## src/rtl/mem_arbiter.sv

```systemverilog
// Round-robin arbiter merging NUM_MASTERS core access/ack buses onto a single memory port.
// Define MEM_ARBITER_LOCK_EN to add m_lock and the LOCKED state for locked read-modify-write.
module mem_arbiter #(
    parameter int NUM_MASTERS = 2,
    parameter int ADDR_WIDTH  = 19
) (
    input  logic                              clk,
    input  logic                              reset,
    input  logic [NUM_MASTERS*ADDR_WIDTH-1:0] m_addr,
    input  logic [NUM_MASTERS*16-1:0]         m_data_in,
    output logic [15:0]                       m_data_out,
    input  logic [NUM_MASTERS-1:0]            m_access,
    input  logic [NUM_MASTERS-1:0]            m_wr_en,
    input  logic [NUM_MASTERS*2-1:0]          m_bytesel,
`ifdef MEM_ARBITER_LOCK_EN
    input  logic [NUM_MASTERS-1:0]            m_lock,
`endif
    output logic [NUM_MASTERS-1:0]            m_ack,
    output logic [ADDR_WIDTH:1]               s_addr,
    output logic [15:0]                       s_data_out,
    input  logic [15:0]                       s_data_in,
    output logic                              s_access,
    input  logic                              s_ack,
    output logic                              s_wr_en,
    output logic [1:0]                        s_bytesel,
    output logic [NUM_MASTERS-1:0]            grant,
    output logic [1:0]                        state_o
);

    localparam int IW = (NUM_MASTERS > 1) ? $clog2(NUM_MASTERS) : 1;

    // Debug encoding on state_o: IDLE=0, BUSY=1, RELEASE=2, LOCKED=3.
    typedef enum logic [1:0] {
        ST_IDLE    = 2'd0,
        ST_BUSY    = 2'd1,
        ST_RELEASE = 2'd2
`ifdef MEM_ARBITER_LOCK_EN
        , ST_LOCKED = 2'd3
`endif
    } state_t;

    state_t                 state_q;
    logic [NUM_MASTERS-1:0] grant_q;
    logic [IW-1:0]          last_q;
    logic                   s_access_q;

    logic                   win_hit;
    logic [IW-1:0]          win_idx;
    logic [IW-1:0]          scan_idx;
    logic                   own_access;
`ifdef MEM_ARBITER_LOCK_EN
    logic                   own_lock;
    assign own_lock = |(m_lock & grant_q);
`endif

    assign own_access = |(m_access & grant_q);

    // Scan upward from the master after the last winner, wrapping around.
    always_comb begin
        win_hit  = 1'b0;
        win_idx  = '0;
        scan_idx = '0;
        for (int k = 1; k <= NUM_MASTERS; k++) begin
            scan_idx = IW'((int'(last_q) + k) % NUM_MASTERS);
            if (!win_hit && m_access[scan_idx]) begin
                win_hit = 1'b1;
                win_idx = scan_idx;
            end
        end
    end

    // Handshake: a master holds m_access and its request fields stable until it
    // sees its single-cycle m_ack; s_access/s_ack behave the same on the memory side.
    always_ff @(posedge clk) begin
        if (!reset) begin
            state_q    <= ST_IDLE;
            grant_q    <= '0;
            last_q     <= IW'(NUM_MASTERS - 1);
            s_access_q <= 1'b0;
        end else begin
            case (state_q)
                ST_IDLE: begin
                    if (win_hit) begin
                        grant_q    <= NUM_MASTERS'(1) << win_idx;
                        last_q     <= win_idx;
                        s_access_q <= 1'b1;
                        state_q    <= ST_BUSY;
                    end else begin
                        grant_q    <= '0;
                    end
                end
                ST_BUSY: begin
                    if (s_ack) begin
                        s_access_q <= 1'b0;
`ifdef MEM_ARBITER_LOCK_EN
                        state_q    <= own_lock ? ST_LOCKED : ST_RELEASE;
`else
                        state_q    <= ST_RELEASE;
`endif
                    end
                end
                ST_RELEASE: begin
                    grant_q <= '0;
                    state_q <= ST_IDLE;
                end
`ifdef MEM_ARBITER_LOCK_EN
                // Owner keeps the bus; last_q is left alone so fairness resumes afterwards.
                ST_LOCKED: begin
                    if (own_access) begin
                        s_access_q <= 1'b1;
                        state_q    <= ST_BUSY;
                    end else if (!own_lock) begin
                        grant_q    <= '0;
                        state_q    <= ST_IDLE;
                    end
                end
`endif
                default: begin
                    grant_q    <= '0;
                    s_access_q <= 1'b0;
                    state_q    <= ST_IDLE;
                end
            endcase
        end
    end

    // Request fields follow the owner; with no owner the port reads all zeros.
    always_comb begin
        s_addr     = '0;
        s_data_out = '0;
        s_wr_en    = 1'b0;
        s_bytesel  = '0;
        for (int i = 0; i < NUM_MASTERS; i++) begin
            if (grant_q[i]) begin
                s_addr     = s_addr | m_addr[i*ADDR_WIDTH +: ADDR_WIDTH];
                s_data_out = s_data_out | m_data_in[i*16 +: 16];
                s_wr_en    = s_wr_en | m_wr_en[i];
                s_bytesel  = s_bytesel | m_bytesel[i*2 +: 2];
            end
        end
    end

    assign m_ack      = (state_q == ST_BUSY && reset) ? (grant_q & {NUM_MASTERS{s_ack}}) : '0;
    assign m_data_out = s_data_in;
    assign s_access   = s_access_q;
    assign grant      = grant_q;
    assign state_o    = state_q;

endmodule

```

## config.mk

```make
export PLATFORM = sky130hd
export DESIGN_NAME = mem_arbiter
export DESIGN_NICKNAME = d
export VERILOG_FILES = /design/src/rtl/mem_arbiter.sv
export SDC_FILE = /design/constraint.sdc
export NUM_CORES = 1
export LEC_CHECK = 0
export ABC_AREA = 1
export CORE_MARGIN = 1
export CORE_UTILIZATION = 17
export DETAILED_ROUTE_END_ITERATION = 8
export GPL_ROUTABILITY_DRIVEN = 0
export PLACE_DENSITY = 0.8
export SLEW_MARGIN = 15
export SYNTH_ARGS = -nofsm -noshare
export SYNTH_HDL_FRONTEND = slang
export SYNTH_SLANG_ARGS = --single-unit
```

## constraint.sdc

```tcl
create_clock -name clk -period 0.8 [get_ports clk]
set_input_delay 0.12 -clock clk [delete_from_list [all_inputs] [get_ports clk]]
set_output_delay 0.12 -clock clk [all_outputs]
set_load 0.05 [all_outputs]
```

==> flow_summary.yaml, run 1 <==
worst_hold_path:
  hp-start: "s_data_in[0]"
  hold_class: "input port to primary output"
  whs_path_depth: 0
  min_to: "m_data_out[0]"
sta:
  fin_crit_sh_pct: 165.0
  setup_slack_ps: -519.8
  fin_setup_tns_ps: -21560
  hold_viol: 0
  setup_violations: 51
  rsz0062_at_grt: "yes"
  slew_violations: 0
  max_freq_mhz: 757.7
  fin_skew_ps: 0.7767
  maxSlewHeadroom_pct: 83.35
  min_period_ps: 1320
  tightestPinTransition_ps: 249.7
job:
  cap_violations: 0
clock_network:
  clock_sinks: 6
  cts_tree: "built"
  clock-root-buffer: "clkbuf_8"
  clkLatencyLatePin_ps: 230
  clk_path_buf_depth: 2
  cts_hold_buf: 0
  cts_inserted_buffers: 3
  path_clk_slew_ps: 40
  cts.htree.levels: 1
die:
  coreArea_mm2: 0.004324
  fp-row-count: 24
  initial_core_util_pct: 17.65
  die_h_um: 69.01
  fp.dieW_um: 69.01
  die-area_mm2: 0.004762
  boundaryPins: 158
grt:
  grt_usage_pct: 18.08
  grt_max_degree: 25
  grt_first_pass_wirelength_um: 6962
  met3_usage_pct: 3.509
  antenna_found_initial: 0
  met1_usage_pct: 18.46
  use_met2_pct: 36.25
  gr-total-overflow: 0
  grt-busiest-layer: "met2"
  grt_pass1_vias: 1311
routing:
  via_per_inst: 4.730
  vias: 1296
  ant_nets: 0
  drc: 0
  wire_per_inst_um: 16.69
  firstDrtPassIters: 4
  dr.first_iter.drc_count: 64
  wl_um: 4573
final_layout:
  fin_util_pct: 69.36
  layout_common_cells: "78 x clkdlybuf4s50_1, 48 x buf_12, 33 x a22o_4"
  finalNonFillerCells: 274
  drive_gt1_share_pct: 55.86
  nNetsFinal: 321
  fin_area_mm2: 0.002999
  layout_commonest_cell: "clkdlybuf4s50_1"
  fillers: 303
  num_antenna_cells: 0
  areaGrowthSynthToFinish_pct: 293.0
pwr:
  p_sw_mw: 1.652
  internal_power_mw: 2.365
  comb_power_share_pct: 78.7
  clkPwrFrac_pct: 11.7
  power_density_mw_per_mm2: 1339
  seq_power_share_pct: 9.6
  swShare_pct: 41.13
  p_leak_nw: 1.313
  vdd_drop_max_v: 0.001134
setup_path:
  crit_required_ps: 680
  regToRegStartpoint: "state_o[0]"
  crit_fanout: 4
  cp-start-kind: "flop"
  critPathCaptureType: "primary output"
  worstSetupPathType: "flop to primary output"
  ff2ff_path_depth: 6
  cp.arrival_ps: 1200
  r2r_slack_ps: -270
  r2r-end: "last_q"
synthesis:
  synth-seq-area-share_pct: 15.74
  synth_area_um2: 763.2
  synth_cells: 97
  syn_nets: 194
  ys_types: 16
  synth_warnings: 0
  synth_area_per_cell_um2: 7.868
  ys_seq_elements: 6
outcome:
  violations: "negative setup slack"
  status: "finished with violations"
placement:
  placed_area_mm2: 0.002841
  dp_cells: 268
  io_buffer_count: 125
  dpl.hpwl_um: 3607
==> cell usage after synthesis <==
library cell	count	area, µm²
a22o_1	38	332.8
inv_1	4	15.01
o21ai_0	1	5.000
o31ai_1	1	7.510
nor2_2	1	6.260
nor3_2	1	10.01
buf_4	16	120.1
nand2_1	10	37.54
o21ai_2	1	8.760
buf_2	6	30.03
nand4_1	2	12.51
inv_2	1	3.750
nor2_1	3	11.26
dfxtp_1	6	120.1
buf_6	2	22.52
nand3_1	4	20.02
==> metal layers <==
layer | wire length, µm | part of all wire [%]
met1 | 1562 | 34
met2 | 2605 | 57
met3 | 351 | 7.7
met4 | 55 | 1.2
met5 | 0 | 0
==> power by group through the flow <==
stage	clock network [mW]	registers [mW]	logic, mW
floorplan	0	0.463	1.57
global placement	0	0.381	3.02
detailed placement	0	0.382	3.06
CTS	0.467	0.382	3.12
global route	0.482	0.388	3.26
finish	0.472	0.385	3.16
==> sequential cells by signal, indices dropped and copies added (netlist names) <==
register  flops
state_o       2
s_access      1
last_q        1
grant         2
==> area by class of cell <==
class	count	area (µm²)	share of cell area, %
Inverter	5	21.27	0.7092
Timing Repair Buffer	146	1921	64.04
Multi-Input combinational cell	62	814.5	27.16
Clock buffer	3	41.29	1.377
Tap cell	52	65.06	2.169
Sequential cell	6	136.4	4.547
==> cell families after synthesis <==
| logic type | after synthesis | share of synthesized area [%] |
|---|---|---|
| DFF | 6 | 15.74 |
| and+or+nand+nor | 21 | 12.79 |
| AOI/OAI and AO/OA | 41 | 46.39 |
| buffers and inverters | 29 | 25.08 |
==> metrics by stage <==
step                      hold WS, ps  setup WS [ps]  total power [mW]
final                           240.0         -519.8             4.017
after global routing            240.1         -555.0             4.130
after CTS                       240.3         -494.2             3.968
after detailed placement        240.3         -565.3             3.443
after global placement          240.3         -550.4             3.402
after floorplan                 204.1         -474.2             2.031
==> worst max-delay path: stages, from the launching register on <==
cell and delay [ps]:
dfxtp_4 350, nand2_4 60, nor2_4 120, inv_4 70
nor3_4 200, buf_12 160
==> worst max-delay path by stage <==
stage,startpoint,endpoint,depth (start not counted)
finish,state_o[0],m_ack[1],5
floorplan,grant[1],m_ack[1],3
CTS,grant[1],s_data_out[10],3
detailed placement,reset,m_ack[1],6
global route,state_o[0],m_ack[1],5
global placement,reset,m_ack[1],6
==> repair_timing <==
item	4_1_cts	5_1_grt
pin swaps	4	11
buffers inserted	5	4
hold endpoints to repair	0	0
gates resized for setup	15	12
cloned	0	0
endpoints found under the setup margin	51	51
No activity file was read; power rests on OpenSTA's default activity.
==> inputs of run 2 (changes only) <==
Settings changed: CTS_CLUSTER_SIZE set to 10, GPL_ROUTABILITY_DRIVEN 0 to 1, SETUP_SLACK_MARGIN set to 0.15.
==> flow_summary.yaml, run 2 (synthesis results as in run 1) <==
outcome:
  status: "finished with violations"
  violations: "negative setup slack"
setup_path:
  critPathCaptureType: "flop"
  cp-start-kind: "flop"
  cpMaxStageDelayCell: "dfxtp_4"
  cp.arrival_ps: 1450
  crit_required_ps: 930
  r2r-end: "state_o[0]"
  worstPathCellList: "nand2_4 -> buf_4 -> buf_4 -> buf_4 -> buf_4 -> buf_4 -> o31ai_4"
  ff2ff_path_depth: 7
  crit_fanout: 2
  worstSetupPathType: "flop to flop"
  regToRegStartpoint: "state_o[0]"
  r2r_slack_ps: -520
  crit_top_cell: "buf_4"
  cp_slowest_stage_delay_ps: 360
clock_network:
  clock-root-buffer: "clkbuf_8"
  path_clk_slew_ps: 40
  cts_inserted_buffers: 3
  cts_hold_buf: 0
  cts_tree: "built"
  clock_sinks: 6
  clkLatencyLatePin_ps: 230
  cts.htree.levels: 1
  clk_path_buf_depth: 2
pwr:
  p_sw_mw: 1.679
  clkPwrFrac_pct: 11.9
  finalPower_mw: 4.138
  seq_power_share_pct: 9.5
  power_density_mw_per_mm2: 1327
  swShare_pct: 40.57
  p_leak_nw: 1.369
  vdd_drop_max_v: 0.001161
  comb_power_share_pct: 78.6
  internal_power_mw: 2.459
sta:
  fin_setup_tns_ps: -22250
  maxSlewHeadroom_pct: 87.75
  fin_skew_ps: 3.315
  slew_violations: 0
  tightestPinTransition_ps: 183.8
  rsz0062_at_grt: "yes"
  setup_slack_ps: -515.5
  setup_violations: 51
  hold_viol: 0
  max_freq_mhz: 760.1
  fin_hold_ws_ps: 240.0
  fin_crit_sh_pct: 164.4
  min_period_ps: 1316
worst_hold_path:
  min_to: "m_data_out[13]"
  hold_class: "input port to primary output"
  whs_path_depth: 0
  hp-start: "s_data_in[13]"
grt:
  use_met2_pct: 40.88
  gr-total-overflow: 0
  grt-busiest-layer: "met2"
  grt_usage_pct: 19.54
  grt_pass1_vias: 1443
  met3_usage_pct: 4.678
  met1_usage_pct: 17.73
  antenna_found_initial: 0
  grt_first_pass_wirelength_um: 7458
  grt_max_degree: 17
final_layout:
  num_antenna_cells: 0
  nNetsFinal: 329
  fin_util_pct: 72.11
  drive_gt1_share_pct: 56.71
  layout_commonest_cell: "clkdlybuf4s50_1"
  seq_area_um2: 136.4
  fillers: 283
  finalNonFillerCells: 283
  areaGrowthSynthToFinish_pct: 308.5
  layout_common_cells: "79 x clkdlybuf4s50_1, 50 x buf_12, 35 x a22o_4"
  multi_input_area_um2: 832.0
  fin_area_mm2: 0.003118
routing:
  vias: 1316
  wire_per_inst_um: 17.07
  wl_um: 4832
  firstDrtPassIters: 4
  via_per_inst: 4.650
  dr.first_iter.drc_count: 32
  drc: 0
  ant_nets: 0
placement:
  dp_cells: 268
  pre_cts_ws_ps: -547.6
  dpl.hpwl_um: 3778
  placed_area_mm2: 0.002868
  place_congestion: 0.6805
  io_buffer_count: 125
die:
  boundaryPins: 158
  initial_core_util_pct: 17.65
  fp.dieW_um: 69.01
  die-area_mm2: 0.004762
  coreArea_mm2: 0.004324
  die_h_um: 69.01
  fp-row-count: 24
job:
  cap_violations: 0
[run 2: area by class of cell]
type,instances,share of cell area [%]
clock buffers,4,1.445
inverters,5,0.6822
multi-input cells,62,26.69
flip-flops and latches,6,4.374
well taps,52,2.087
repair buffers,154,64.73
[run 2: worst max-delay path: cells and delay by family, from the launching register on]
family / cells / cell delay, ps
compound gates: 1 / 170
simple gates: 1 / 60
flops: 1 / 360
buf+inv: 5 / 640
[run 2: per-layer routing]
layer	share of wire [%]	up-vias	wire (µm)
met1	33	612	1572
met5	0	-	0
met3	7.0	12	339
li1	-	620	-
met2	58	72	2808
met4	2.3	0	112
[run 2: how the worst max path moves through the flow]
stage                           to       start  slack, ps  depth (start not counted)
finish                  state_o[0]  state_o[0]       -520                          7
global placement          m_ack[1]       reset       -550                          6
global route            state_o[0]  state_o[0]       -550                          7
detailed placement        m_ack[1]       reset       -550                          6
floorplan                 m_ack[1]    grant[1]       -470                          3
CTS                 s_data_out[10]    grant[1]       -510                          3
[run 2: power by group through the flow]
stage,registers (mW),clock network (mW),logic (mW)
floorplan,0.465,0,1.57
global placement,0.394,0,3.04
detailed placement,0.393,0,3.08
CTS,0.394,0.501,3.18
global route,0.399,0.511,3.35
finish,0.392,0.492,3.25
[run 2: what timing repair did]
item                                    CTS  global route
buffers inserted                          8             3
hold endpoints to repair                  0             0
pin swaps                                 7             4
gates resized for setup                  15            13
endpoints found under the setup margin   51            51
==> inputs of run 3 (changes only) <==
Settings changed: ABC_CLOCK_PERIOD_IN_PS set to 800.
==> results of run 3 <==
Final layout, timing and power as in run 2 (identical DEF).
